<file path="src/rtl/qix_shared_ram_arbiter_if.sv">
// rtl/qix_shared_ram_arbiter_if.sv - CPU port A/B and RAM-side signals of the shared RAM arbiter
// slave: the arbiter itself; master: the CPU boards plus the RAM.
interface qix_shared_ram_arbiter_if #(
  parameter int AW = 10,
  parameter int DW = 8
);
  logic          a_req;
  logic          a_we;
  logic [AW-1:0] a_addr;
  logic [DW-1:0] a_din;
  logic [DW-1:0] a_dout;
  logic          a_ack;
  logic          a_ovr;
  logic          b_req;
  logic          b_we;
  logic [AW-1:0] b_addr;
  logic [DW-1:0] b_din;
  logic [DW-1:0] b_dout;
  logic          b_ack;
  logic          b_ovr;
  logic [AW-1:0] mem_addr;
  logic [DW-1:0] mem_din;
  logic          mem_we;
  logic [DW-1:0] mem_dout;

  modport slave (
    input  a_req, a_we, a_addr, a_din, b_req, b_we, b_addr, b_din, mem_dout,
    output a_dout, a_ack, a_ovr, b_dout, b_ack, b_ovr, mem_addr, mem_din, mem_we
  );

  modport master (
    output a_req, a_we, a_addr, a_din, b_req, b_we, b_addr, b_din, mem_dout,
    input  a_dout, a_ack, a_ovr, b_dout, b_ack, b_ovr, mem_addr, mem_din, mem_we
  );
endinterface

</file>
<file path="src/rtl/qix_shared_ram_arbiter.sv">
// rtl/qix_shared_ram_arbiter.sv - one-access-per-cycle arbiter sharing a single-port RAM
// between the data CPU (port A) and the video CPU (port B).
module qix_shared_ram_arbiter #(
  parameter int AW = 10,
  parameter int DW = 8,
  parameter int RR = 1
) (
  input logic                     clk_20m,
  input logic                     reset,
  qix_shared_ram_arbiter_if.slave bus
);
  logic          r_a_pend, r_a_we;
  logic [AW-1:0] r_a_addr;
  logic [DW-1:0] r_a_din;
  logic          r_b_pend, r_b_we;
  logic [AW-1:0] r_b_addr;
  logic [DW-1:0] r_b_din;
  logic          r_ptr;
  logic          r_s1_vld, r_s1_port, r_s1_we;
  logic          r_a_ack, r_a_ovr, r_b_ack, r_b_ovr;
  logic [DW-1:0] r_a_dout, r_b_dout;
  logic [AW-1:0] r_mem_addr;

  logic          w_a_iss, w_b_iss, w_a_acc, w_b_acc;
  logic [AW-1:0] w_mem_addr;
  logic [DW-1:0] w_mem_din;
  logic          w_mem_we;

  // r_ptr = 0 names port A; only consulted when both ports are pending.
  assign w_a_iss = !reset && r_a_pend && (!r_b_pend || (RR == 0) || !r_ptr);
  assign w_b_iss = !reset && r_b_pend && (!r_a_pend || ((RR != 0) && r_ptr));
  assign w_a_acc = !r_a_pend || w_a_iss;
  assign w_b_acc = !r_b_pend || w_b_iss;

  always_comb begin
    w_mem_addr = r_mem_addr;
    w_mem_din  = r_a_din;
    w_mem_we   = 1'b0;
    if (w_a_iss) begin
      w_mem_addr = r_a_addr;
      w_mem_din  = r_a_din;
      w_mem_we   = r_a_we;
    end else if (w_b_iss) begin
      w_mem_addr = r_b_addr;
      w_mem_din  = r_b_din;
      w_mem_we   = r_b_we;
    end
  end

  always_ff @(posedge clk_20m) begin
    if (reset) begin
      r_a_pend   <= 1'b0;
      r_b_pend   <= 1'b0;
      r_ptr      <= 1'b0;
      r_s1_vld   <= 1'b0;
      r_s1_port  <= 1'b0;
      r_s1_we    <= 1'b0;
      r_a_ack    <= 1'b0;
      r_b_ack    <= 1'b0;
      r_a_ovr    <= 1'b0;
      r_b_ovr    <= 1'b0;
      r_a_dout   <= '0;
      r_b_dout   <= '0;
      r_mem_addr <= '0;
    end else begin
      if (bus.a_req && w_a_acc) begin
        r_a_pend <= 1'b1;
        r_a_we   <= bus.a_we;
        r_a_addr <= bus.a_addr;
        r_a_din  <= bus.a_din;
      end else if (w_a_iss) begin
        r_a_pend <= 1'b0;
      end
      if (bus.b_req && w_b_acc) begin
        r_b_pend <= 1'b1;
        r_b_we   <= bus.b_we;
        r_b_addr <= bus.b_addr;
        r_b_din  <= bus.b_din;
      end else if (w_b_iss) begin
        r_b_pend <= 1'b0;
      end
      r_a_ovr <= bus.a_req && !w_a_acc;
      r_b_ovr <= bus.b_req && !w_b_acc;

      if ((RR != 0) && r_a_pend && r_b_pend)
        r_ptr <= ~r_ptr;
      if (w_a_iss || w_b_iss)
        r_mem_addr <= w_mem_addr;

      // Stage 1 covers the RAM's registered read; completion lands one cycle later.
      r_s1_vld  <= w_a_iss || w_b_iss;
      r_s1_port <= w_b_iss;
      r_s1_we   <= w_mem_we;
      r_a_ack   <= r_s1_vld && !r_s1_port;
      r_b_ack   <= r_s1_vld && r_s1_port;
      if (r_s1_vld && !r_s1_port && !r_s1_we)
        r_a_dout <= bus.mem_dout;
      if (r_s1_vld && r_s1_port && !r_s1_we)
        r_b_dout <= bus.mem_dout;
    end
  end

  assign bus.mem_addr = w_mem_addr;
  assign bus.mem_din  = w_mem_din;
  assign bus.mem_we   = w_mem_we;
  assign bus.a_dout   = r_a_dout;
  assign bus.a_ack    = r_a_ack;
  assign bus.a_ovr    = r_a_ovr;
  assign bus.b_dout   = r_b_dout;
  assign bus.b_ack    = r_b_ack;
  assign bus.b_ovr    = r_b_ovr;
endmodule

</file>
<file path="src/flat_wrapper.sv">
// flat-port wrapper written by rule: the top's interface ports become plain ports
module qix_shared_ram_arbiter_flat 
#(
  parameter int AW = 10,
  parameter int DW = 8,
  parameter int RR = 1
)
  (clk_20m, reset, bus_a_req, bus_a_we, bus_a_addr, bus_a_din, bus_b_req, bus_b_we, bus_b_addr, bus_b_din, bus_mem_dout, bus_a_dout, bus_a_ack, bus_a_ovr, bus_b_dout, bus_b_ack, bus_b_ovr, bus_mem_addr, bus_mem_din, bus_mem_we);
  qix_shared_ram_arbiter_if #(.AW(AW), .DW(DW)) bus_i ();
  input logic clk_20m;
  input logic reset;
  input wire logic [$bits(bus_i.a_req)-1:0] bus_a_req;
  input wire logic [$bits(bus_i.a_we)-1:0] bus_a_we;
  input wire logic [$bits(bus_i.a_addr)-1:0] bus_a_addr;
  input wire logic [$bits(bus_i.a_din)-1:0] bus_a_din;
  input wire logic [$bits(bus_i.b_req)-1:0] bus_b_req;
  input wire logic [$bits(bus_i.b_we)-1:0] bus_b_we;
  input wire logic [$bits(bus_i.b_addr)-1:0] bus_b_addr;
  input wire logic [$bits(bus_i.b_din)-1:0] bus_b_din;
  input wire logic [$bits(bus_i.mem_dout)-1:0] bus_mem_dout;
  output wire logic [$bits(bus_i.a_dout)-1:0] bus_a_dout;
  output wire logic [$bits(bus_i.a_ack)-1:0] bus_a_ack;
  output wire logic [$bits(bus_i.a_ovr)-1:0] bus_a_ovr;
  output wire logic [$bits(bus_i.b_dout)-1:0] bus_b_dout;
  output wire logic [$bits(bus_i.b_ack)-1:0] bus_b_ack;
  output wire logic [$bits(bus_i.b_ovr)-1:0] bus_b_ovr;
  output wire logic [$bits(bus_i.mem_addr)-1:0] bus_mem_addr;
  output wire logic [$bits(bus_i.mem_din)-1:0] bus_mem_din;
  output wire logic [$bits(bus_i.mem_we)-1:0] bus_mem_we;
  assign bus_i.a_req = bus_a_req;
  assign bus_i.a_we = bus_a_we;
  assign bus_i.a_addr = bus_a_addr;
  assign bus_i.a_din = bus_a_din;
  assign bus_i.b_req = bus_b_req;
  assign bus_i.b_we = bus_b_we;
  assign bus_i.b_addr = bus_b_addr;
  assign bus_i.b_din = bus_b_din;
  assign bus_i.mem_dout = bus_mem_dout;
  assign bus_a_dout = bus_i.a_dout;
  assign bus_a_ack = bus_i.a_ack;
  assign bus_a_ovr = bus_i.a_ovr;
  assign bus_b_dout = bus_i.b_dout;
  assign bus_b_ack = bus_i.b_ack;
  assign bus_b_ovr = bus_i.b_ovr;
  assign bus_mem_addr = bus_i.mem_addr;
  assign bus_mem_din = bus_i.mem_din;
  assign bus_mem_we = bus_i.mem_we;
  qix_shared_ram_arbiter #(.AW(AW), .DW(DW), .RR(RR)) u_core (.clk_20m(clk_20m), .reset(reset), .bus(bus_i));
endmodule
</file>
<file path="config.mk">
export PLATFORM = sky130hd
export DESIGN_NAME = qix_shared_ram_arbiter_flat
export DESIGN_NICKNAME = d
export VERILOG_FILES = /design/src/rtl/qix_shared_ram_arbiter_if.sv /design/src/rtl/qix_shared_ram_arbiter.sv /design/src/flat_wrapper.sv
export SDC_FILE = /design/constraint.sdc
export NUM_CORES = 1
export LEC_CHECK = 0
export BUFFER_PORTS_ARGS = -buffer_cell sky130_fd_sc_hd__buf_2
export CORE_UTILIZATION = 45
export CTS_CLUSTER_SIZE = 10
export DETAILED_ROUTE_END_ITERATION = 8
export PLACE_DENSITY = 0.75
export SYNTH_ARGS = -nofsm -noshare
export SYNTH_HDL_FRONTEND = slang
export SYNTH_SLANG_ARGS = --single-unit
</file>
<file path="constraint.sdc">
create_clock -name clk_20m -period 1.76 [get_ports clk_20m]
set_input_delay 0.352 -clock clk_20m [delete_from_list [all_inputs] [get_ports clk_20m]]
set_output_delay 0.352 -clock clk_20m [all_outputs]
set_load 0.01 [all_outputs]
</file>
# Word level (Yosys, flattened, before mapping)
# Index checks and enable logic that the tools add are counted.
dict set report word_totals {
  word_cells 61
  output_inout_bits 39
  reg_bits 74
  input_bits 50
}
dict set report classes {
  muxes 10
  n_reduce_logical 30
  bitwise 2
}
# cell count
set ops {}
lappend ops {{10-bit two-way mux} 2}
lappend ops {{8-bit two-way mux} 2}
lappend ops {{1-bit logical AND} 13}
lappend ops {{1-bit zero test} 8}
lappend ops {{1-bit two-way mux} 6}
lappend ops {{1-bit logical OR} 5}
lappend ops {{2-bit AND reduction} 2}
lappend ops {{2-bit nonzero test} 2}
lappend ops {{1-bit inverter} 2}

# Longest topological paths before layout
# Gate-level depths: netlist of the first run.
dict set report depth {
  ltp_word 6
  depth_mapped 6
  ltp_nobuf 4
}

# Least setup slack after synthesis of the first run
# Ideal clock, no wire load.
dict set report synth_path {
  path_type {input to register}
  startpoint {in reset}
  endpoint {reg u_core.r_a_addr[0] (enable)}
  setup_ns 0.397
  setup_slack_ns -0.141
  path_stages 3
  t_arrival_ns 1.504
  required_time_ns 1.363
  cell_sequence {buf_6 nand2b_1 nor2b_1}
}
dict set report synth_between {
  elab_chain_len 6
  word_cells_on_any_way 7
}
# element line_no
set synth_rtl {}
lappend synth_rtl {{start, declared} flat_wrapper.sv:11} ;# input logic reset;
lappend synth_rtl {{1-bit zero test} qix_shared_ram_arbiter.sv:30} ;# assign w_a_iss = !reset && r_a_pend && (!r_b_pend || (RR == 0) || !r_ptr);
lappend synth_rtl {{1-bit logical AND (2 in a row)} qix_shared_ram_arbiter.sv:30}
lappend synth_rtl {{1-bit logical OR} qix_shared_ram_arbiter.sv:32} ;# assign w_a_acc = !r_a_pend || w_a_iss;
lappend synth_rtl {{1-bit logical AND} qix_shared_ram_arbiter.sv:66} ;# if (bus.a_req && w_a_acc) begin
lappend synth_rtl {{2-bit AND reduction (no line) (*)} -}
lappend synth_rtl {{end signal, assigned} qix_shared_ram_arbiter.sv:69} ;# r_a_addr <= bus.a_addr;
lappend synth_rtl {{end, declared} qix_shared_ram_arbiter.sv:13} ;# logic [AW-1:0] r_a_addr;
# Every way passes the cells marked *; elsewhere a longest branch is shown, timed or not.
# A chain may end at the register's enable or synchronous reset.

# Final worst setup path of the first run
dict set report layout_path {
  startpoint {reg u_core.r_a_pend}
  endpoint {out bus_mem_din[4]}
}
dict set report layout_between {
  elab_chain_len 5
  word_cells_on_any_way 7
}
# element line_no
set layout_rtl {}
lappend layout_rtl {{start, declared} qix_shared_ram_arbiter.sv:12} ;# logic r_a_pend, r_a_we;
lappend layout_rtl {{start signal, assigned} qix_shared_ram_arbiter.sv:52} ;# r_a_pend <= 1'b0;
lappend layout_rtl {{start signal, assigned} qix_shared_ram_arbiter.sv:67} ;# r_a_pend <= 1'b1;
lappend layout_rtl {{start signal, assigned} qix_shared_ram_arbiter.sv:72} ;# r_a_pend <= 1'b0;
lappend layout_rtl {{1-bit zero test} qix_shared_ram_arbiter.sv:31} ;# assign w_b_iss = !reset && r_b_pend && (!r_a_pend || ((RR != 0) && r_ptr));
lappend layout_rtl {{1-bit logical OR} qix_shared_ram_arbiter.sv:31}
lappend layout_rtl {{1-bit logical AND} qix_shared_ram_arbiter.sv:31}
lappend layout_rtl {{8-bit two-way mux} qix_shared_ram_arbiter.sv:43} ;# end else if (w_b_iss) begin
lappend layout_rtl {{8-bit two-way mux (*)} qix_shared_ram_arbiter.sv:39} ;# if (w_a_iss) begin
lappend layout_rtl {{end, declared} flat_wrapper.sv:28} ;# output wire logic [$bits(bus_i.mem_din)-1:0] bus_mem_din;
# Marked as above.

==> impl_metrics.json, run 1 <==
{
  "slowest_stage": "dfxtp_4",
  "worst-path-buf-inv": 2,
  "yosysMostFrequentCell": "edfxtp_1",
  "grt_pass1_vias": 1938,
  "cts_sinks": 74,
  "synth_area_um2": 2790,
  "synth.avg_cell_area_um2": 13.4,
  "core_um2": 5960,
  "wire_per_inst_um": 14.8,
  "pwr-share-seq_pct": 51.7,
  "clkTransAtPathRegs_ps": 70,
  "p_clk_share_pct": 37.8,
  "cts_root_buf": "clkbuf_8",
  "relSlewSlack_pct": 62.9,
  "crit_type": "reg2out",
  "dieHeight_um": 80.8,
  "ant_nets": 0,
  "worstSetupEndpointType": "output port",
  "utilization_pct": 63.6,
  "drtIter0Drc": 110,
  "grt_pass1_wl_mm": 9.29,
  "cp.arrival_ps": 1690,
  "fillers": 502,
  "crit_chain": "nor2b_4 > nor3b_4 > buf_6 > mux2_4 > buf_6",
  "nets": 364,
  "violations": "setup timing",
  "synthTopCellsByCount": "edfxtp_1 (38), dfxtp_1 (36), nor2_1 (21)",
  "synthFlopType": "edfxtp_1",
  "drc": 0,
  "place_hpwl_mm": 4.05,
  "num_rows": 28,
  "clk-insertion-delay-late_ps": 340,
  "htreeDepth": 3,
  "max_freq_ghz": 0.491,
  "ioPinCount": 89,
  "vias_per_cell": 5.07,
  "p_sw_mw": 0.833,
  "p_comb_share_pct": 10.5,
  "synth_top_area_cell": "edfxtp_1",
  "die_w_um": 80.8,
  "synthArstFlopShare_pct": 0,
  "cts_tree": "yes",
  "hold_path_class": "in2reg",
  "wirelength_mm": 5.83,
  "ys_ff_latch": 74,
  "cp.depth": 5,
  "rsz0062_at_grt": "yes",
  "reg2reg_slack_ps": 410,
  "endpoint": "bus_mem_din[4]",
  "gp_congestion": 0.933,
  "grt_max_degree": 30,
  "yosys.cell_types.count": 27,
  "min_period_ps": 2040,
  "dr.pass1.iters": 4,
  "die_area_um2": 6520,
  "drive_gt1_share_pct": 44.8,
  "cts_buffer_depth": 2,
  "crit_family": "simple AND/OR/NAND/NOR gates",
  "syn_nets": 259,
  "hold_violations": 0,
  "powerDensity_nw_per_um2": 988,
  "syn2layout_area_growth_pct": 35.7,
  "cp_max_fo": 5,
  "gr-total-overflow": 0,
  "fin_worst_skew_ps": 9.60,
  "finalMaxSlewViolations": 0,
  "diodes": 0,
  "timing.rr.start": "u_core.r_ptr",
  "antenna_found_initial": 0,
  "outcome": "complete, but fails checks",
  "gr-usage-all-layers_pct": 19.7,
  "synth_edf_count": 38,
  "p_int_mw": 2.91,
  "fin_ws_ps": -278,
  "worstPathRequired_ps": 1410,
  "synth_top_area_share_pct": 40.9,
  "cts-hold-fix-buffers": 0,
  "max_stage_delay_ps": 360,
  "start_kind": "flip-flop",
  "cellLeakagePower_nw": 1.65,
  "r2r_end": "u_core.r_b_din[0]",
  "synth_area_leaders": "edfxtp_1 (41%), dfxtp_1 (26%), mux2i_1 (5.7%), a221o_1 (3.6%), mux2_2 (3.2%)",
  "ir_drop_mv": 0.548,
  "vias": 1997,
  "r2r_cells": 4,
  "timing.critical_path.mode_cell": "buf_6",
  "switching_share_pct": 22.3,
  "maxCapViolCount": 0,
  "setup_violations": 19,
  "finalCritPeriodShare_pct": 116,
  "start_util_pct": 46.9,
  "port_buffers": 88,
  "startpoint": "u_core.r_a_pend",
  "cts-buffers-inserted": 9,
  "ys_seq_area_share_pct": 66.7,
  "dpl-instance-area_um2": 3420,
  "postLayoutCellArea_um2": 3790,
  "yosysWarnings": 0,
  "max_slew.worst_pin.slew_ps": 555,
  "syn_inst": 209
}
-- power groups by stage --
| stage | sequential [mW] | clock (mW) | combinational, mW |
|---|---|---|---|
| 4_1_cts | 1.93 | 1.44 | 0.392 |
| 6_report | 1.93 | 1.41 | 0.394 |
| 5_1_grt | 1.94 | 1.51 | 0.430 |
| 2_1_floorplan | 1.96 | 0 | 0.193 |
| 3_3_place_gp | 1.97 | 0 | 0.350 |
| 3_5_place_dp | 1.97 | 0 | 0.358 |
-- final cells by class --
type,instances,area (µm²),area share (%)
multi-input cells,119,912,24.1
clock buffers,10,128,3.37
well taps,75,93.8,2.48
inverters,2,7.51,0.198
clock inverters,6,91.3,2.41
flip-flops and latches,74,1870,49.3
repair buffers,108,688,18.2
-- flip-flops by register name, indices dropped and copies added, names as in the netlist, 8 cells and up --
name and cells:
u_core.r_b_din 8, u_core.bus.a_dout 8, u_core.bus.b_dout 8, u_core.r_b_addr 10
u_core.r_mem_addr 10, u_core.r_a_addr 10, u_core.r_a_din 8
-- worst min path at each step --
stage,start,endpoint,slack (ps),cells after the start
final,bus_b_din[2],u_core.r_b_din[2],180,1
after global routing,bus_a_addr[4],u_core.r_a_addr[4],170,1
after CTS,bus_a_addr[1],u_core.r_a_addr[1],170,1
after detailed placement,u_core.bus.b_dout[2],u_core.bus.b_dout[2],480,2
after global placement,u_core.bus.a_dout[4],u_core.bus.a_dout[4],470,2
after floorplan,u_core.r_s1_port,u_core.bus.a_ack,430,1
-- timing repair --
item / in CTS / in global routing
setup endpoints to repair: 19 / 19
gates resized for setup: 26 / 6
pin swaps: 1 / 5
cloned: 1 / 0
setup buffers: 2 / 1
-- cells by family after synthesis --
kind of cell	count (synthesis)	synth area share (%)
buffers and inverters	16	3.14
flip-flops	74	66.7
multiplexers	24	8.96
AND/OR/NAND/NOR	69	14.1
AO/OA/AOI/OAI	26	7.17
-- layer usage --
metal	routed length [µm]	GRT usage, %	up-vias
met5	0	0	-
met4	140	10.7	0
met3	321	4.83	11
met2	2940	32.5	67
met1	2430	23.8	940
li1	-	-	979
-- through the flow --
step / hold slack [ps] / setup WS [ps] / total power, mW / std cells / TNS, ps
after floorplan: 433 / 187 / 2.16 / 209 / 0
after detailed placement: 482 / -61.9 / 2.33 / 376 / -672
final: 182 / -278 / 3.74 / 394 / -4330
after global placement: 468 / -43.3 / 2.32 / 376 / -521
after CTS: 170 / -310 / 3.76 / 395 / -5250
after global routing: 166 / -354 / 3.88 / 394 / -5620
-- cell usage in the layout (no fill, tap or decap), drive strengths merged --
master,netlist,final
nand3,2,2
bufinv,0,2
nand3b,2,2
mux2,8,8
clkinv,0,4
or2,1,1
inv,2,2
a21oi,4,4
nor2b,2,2
o21bai,1,1
nor2,22,22
buf,7,108
and3b,2,2
nand2b,2,2
nor3,10,10
clkbuf,7,10
a21bo,1,1
edfxtp,38,38
dfxtp,36,36
and2,10,10
mux2i,16,16
nor3b,13,13
a221o,10,10
o22ai,10,10
nand2,3,3
(Power assumes the default switching activity.)
==> run 2, diff against run 1 <==
--- a/config.mk
+++ b/config.mk
@@ -10,4 +10,5 @@
 export CTS_CLUSTER_SIZE = 10
 export DETAILED_ROUTE_END_ITERATION = 8
+export MAX_ROUTING_LAYER = met4
 export PLACE_DENSITY = 0.75
 export SYNTH_ARGS = -nofsm -noshare
==> constraint.sdc (replaced) <==
create_clock -name clk_20m -period 1.76 [get_ports clk_20m]
set_input_delay 0.44 -clock clk_20m [delete_from_list [all_inputs] [get_ports clk_20m]]
set_output_delay 0.44 -clock clk_20m [all_outputs]
set_load 0.01 [all_outputs]
==> impl_metrics.json, run 2 (synthesized netlist as in run 1, its figures left out) <==
{
  "place_hpwl_mm": 4.14,
  "finalCritPeriodShare_pct": 120,
  "finalMaxSlewViolations": 0,
  "start_kind": "flip-flop",
  "clkTransAtPathRegs_ps": 70,
  "layout.cells.non_filler": 397,
  "fin_worst_skew_ps": 10.2,
  "die_w_um": 80.8,
  "gp_congestion": 0.951,
  "cts-buffers-inserted": 9,
  "die_area_um2": 6520,
  "top_regs": "u_core.r_a_addr: 10 flops, u_core.r_b_addr: 10 flops, u_core.r_mem_addr: 10 flops",
  "syn2layout_area_growth_pct": 35.5,
  "vias": 2036,
  "final_cell_mix": "buf_2 (80), edfxtp_1 (38), dfxtp_1 (33)",
  "min_period_ps": 2110,
  "powerDensity_nw_per_um2": 967,
  "nets": 367,
  "place_ws_ps": -240,
  "maxCapViolCount": 0,
  "num_rows": 28,
  "violations": "setup timing",
  "htreeDepth": 3,
  "final-seq-area_um2": 1870,
  "fillers": 496,
  "port_buffers": 88,
  "cellLeakagePower_nw": 1.66,
  "hold_violations": 0,
  "utilization_pct": 63.6,
  "cts_root_buf": "clkbuf_8",
  "grt_pass1_vias": 1991,
  "layout_commonest_cell": "buf_2",
  "outcome": "complete, but fails checks",
  "start_util_pct": 46.9,
  "grt_pass1_wl_mm": 9.27,
  "reg2reg_slack_ps": 320,
  "wire_per_inst_um": 15.2,
  "core_um2": 5960,
  "antenna_found_initial": 0,
  "clk-insertion-delay-late_ps": 330,
  "max_slew.worst_pin.slew_ps": 530,
  "relSlewSlack_pct": 64.5,
  "grt_max_degree": 30,
  "fin_ws_ps": -353,
  "rsz0062_at_grt": "yes",
  "drtIter0Drc": 108,
  "cp.arrival_ps": 1670,
  "place_inst": 377,
  "ir_drop_mv": 0.558,
  "crit_type": "reg2out",
  "dr.pass1.iters": 4,
  "wirelength_mm": 6.05,
  "drc": 0,
  "worstSetupEndpointType": "output port",
  "cts_sinks": 74,
  "ant_nets": 0,
  "diodes": 0,
  "setup_violations": 19,
  "cts_tree": "yes",
  "postLayoutCellArea_um2": 3780,
  "cp_max_fo": 5,
  "dieHeight_um": 80.8,
  "multiInputGateArea_um2": 905,
  "gr-total-overflow": 0,
  "cts_buffer_depth": 2,
  "worstPathRequired_ps": 1320,
  "gr-usage-all-layers_pct": 20.3,
  "cts-hold-fix-buffers": 0,
  "max_freq_ghz": 0.473,
  "dpl-instance-area_um2": 3420,
  "ioPinCount": 89,
  "drive_gt1_share_pct": 45.3,
  "hold_path_class": "in2reg",
  "vias_per_cell": 5.13
}
[run 2: repair_timing]
item	CTS	global route
resized for setup	29	1
buffers inserted	3	3
pin swaps	2	2
endpoints found under the hold margin	0	0
gates cloned	1	0
endpoints found under the setup margin	19	19
[run 2: area by class of cell]
type | count | share of cell area [%]
multi-input cells | 119 | 23.9
repair buffers | 111 | 18.5
well taps | 75 | 2.48
flip-flops and latches | 74 | 49.5
clock inverters | 4 | 1.32
clock buffers | 12 | 4.13
inverters | 2 | 0.198
[run 2: worst paths after layout]
| check | end | cells past startpoint | start |
|---|---|---|---|
| setup / recovery | bus_mem_din[7] | 5 | u_core.r_a_pend |
| hold / removal | u_core.r_a_din[7] | 1 | bus_a_din[7] |
| setup reg to reg | u_core.r_b_we | 5 | u_core.r_a_pend |
| hold reg to reg | u_core.bus.a_dout[1] | 2 | u_core.bus.a_dout[1] |
[run 2: layer usage]
metal	GRT usage [%]	wire, µm
met4	9.46	124
met2	33.8	3120
met5	-	0
met3	5.73	312
met1	22.5	2500
[run 2: through the flow]
step                setup TNS [ps]  power [mW]  hold WS, ps
finish                       -5420        3.66          278
global route                 -6700        3.81          253
CTS                          -6070        3.70          256
detailed placement           -3850        2.33          483
global placement             -3710        2.32          468
floorplan                        0        2.16          433
[run 2: report_power, final]
| group | total, mW | switching [mW] | internal (mW) |
|---|---|---|---|
| combinational | 0.397 | 0.183 | 0.213 |
| clock | 1.33 | 0.590 | 0.743 |
| sequential | 1.93 | 0.0402 | 1.89 |
[run 2: critical path, cell delays in order, from the launching register on]
cell	delay [ps]
dfxtp_4	350
nor2b_4	130
nor3b_4	250
buf_6	180
mux2_4	310
buf_6	120
==> run 3, diff against run 2 <==
BUFFER_PORTS_ARGS = not set   (was -buffer_cell sky130_fd_sc_hd__buf_2)
CORE_UTILIZATION = 55   (was 45)
DONT_BUFFER_PORTS = 1   (was not set)
PLACE_DENSITY = not set   (was 0.75)
PLACE_DENSITY_LB_ADDON = 0.05   (was not set)
==> impl_metrics.json, run 3 (synthesized netlist as in run 1, its figures left out) <==
{
  "outcome": "complete, but fails checks",
  "violations": "setup timing",
  "max_slew.worst_pin.slew_ps": 527,
  "start_util_pct": 58.0,
  "clkTransAtPathRegs_ps": 70,
  "cellLeakagePower_nw": 1.23,
  "fin_ws_ps": -243,
  "met2_length_mm": 3.01,
  "cts_buffer_depth": 2,
  "die_w_um": 73.3,
  "htreeDepth": 3,
  "finalMaxSlewViolations": 0,
  "ioPinCount": 89,
  "max_freq_ghz": 0.499,
  "syn2layout_area_growth_pct": 17.6,
  "cp.arrival_ps": 1560,
  "worstSetupEndpointType": "output port",
  "grt_pass1_vias": 1697,
  "utilization_pct": 68.2,
  "vias_per_cell": 5.88,
  "min_period_ps": 2000,
  "fin_worst_skew_ps": 7.14,
  "powerDensity_nw_per_um2": 1180,
  "cts-hold-fix-buffers": 0,
  "crit_type": "reg2out",
  "antenna_found_initial": 0,
  "layout_commonest_cell": "edfxtp_1",
  "highest_layer": "met4",
  "port_buffers": 0,
  "fin_tns_setup_ps": -3990,
  "ant_nets": 0,
  "grt_max_degree": 40,
  "clk-insertion-delay-late_ps": 340,
  "nets": 274,
  "switching_share_pct": 20.1,
  "finalCritPeriodShare_pct": 114,
  "num_rows": 25,
  "cts-buffers-inserted": 9,
  "hold_path_class": "in2reg",
  "wirelength_mm": 5.65,
  "drc": 0,
  "hold_violations": 0,
  "route.met3.wl_um": 446,
  "final_cell_mix": "edfxtp_1 (38), dfxtp_1 (33), nor2_1 (20)",
  "cts_tree": "yes",
  "vias": 1740,
  "p_sw_mw": 0.778,
  "p_int_mw": 3.10,
  "cts_root_buf": "clkbuf_8",
  "diodes": 0,
  "reg2reg_slack_ps": 230,
  "relSlewSlack_pct": 64.8,
  "rsz0062_at_grt": "yes",
  "whs_ps": 156,
  "place_inst": 274,
  "dpl-instance-area_um2": 2920,
  "cts_sinks": 74,
  "gp_congestion": 0.732,
  "wire_per_inst_um": 19.1,
  "met1_length_mm": 2.09,
  "die_area_um2": 5370,
  "gr-total-overflow": 0,
  "layout.cells.non_filler": 296,
  "top_regs": "u_core.r_a_addr: 10 flops, u_core.r_b_addr: 10 flops, u_core.r_mem_addr: 10 flops",
  "ir_drop_mv": 0.715,
  "p_clk_share_pct": 43.2,
  "cp_max_fo": 13,
  "core_um2": 4820,
  "drtIter0Drc": 95,
  "dr.pass1.iters": 4,
  "gr-usage-all-layers_pct": 22.2,
  "start_kind": "flip-flop",
  "p_comb_share_pct": 6.8,
  "maxCapViolCount": 0,
  "place_hpwl_mm": 3.65,
  "dieHeight_um": 73.3,
  "setup_violations": 19,
  "worstPathRequired_ps": 1320,
  "postLayoutCellArea_um2": 3280,
  "grt_pass1_wl_mm": 8.03,
  "drive_gt1_share_pct": 23.6,
  "pwr-share-seq_pct": 50.0
}
[run 3: cell types whose count changed in the layout (fill, tap and decap cells not counted), moves of 3 or more]
cell       change
buf_2         -80
buf_6         -10
mux2_2         +7
mux2_4         -7
buf_4          -5
bufinv_16      +3
[run 3: metrics by stage]
step	setup WS (ps)	power, mW
floorplan	10.6	2.16
CTS	-254	3.90
detailed placement	-21.9	2.21
global placement	-8.59	2.20
finish	-243	3.87
global route	-294	3.99
[run 3: worst paths after layout]
path / from / endpoint / cells past startpoint
min: reset / u_core.r_ptr / 1
max reg2reg: u_core.r_b_pend / u_core.r_a_din[5] / 5
min reg2reg: u_core.r_s1_port / u_core.bus.a_ack / 1
max: u_core.r_a_pend / bus_mem_din[0] / 4
[run 3: repair_timing]
action,in CTS,in global routing
gates resized for setup,11,2
pin swaps,7,1
setup buffers,4,1
cloned,1,0
endpoints found under the setup margin,29,19
[run 3: layout make-up]
class | instances | area [µm²]
Sequential cell | 74 | 1870
Fill cell | 351 | 1530
Multi-Input combinational cell | 120 | 896
Timing Repair Buffer | 17 | 169
Clock inverter | 6 | 130
Clock buffer | 10 | 128
Tap cell | 67 | 83.8
Inverter | 2 | 7.51
[run 3: power by group through the flow]
stage	logic, mW	registers [mW]	clock network (mW)
after floorplan	0.193	1.96	0
after global placement	0.229	1.97	0
after detailed placement	0.237	1.98	0
after CTS	0.261	1.94	1.70
after global routing	0.279	1.94	1.76
final	0.262	1.94	1.67
[run 3: critical path, cell delays in order, from the launching register on]
cell	delay, ps
dfxtp_2	330
nor2b_4	130
nor3b_4	210
buf_12	180
mux2_2	370
[run 3: metal layers]
layer | global-route usage [%] | vias up
li1 | - | 804
met1 | 23.6 | 828
met2 | 35.3 | 99
met3 | 6.72 | 9
met4 | 15.9 | 0
met5 | - | -
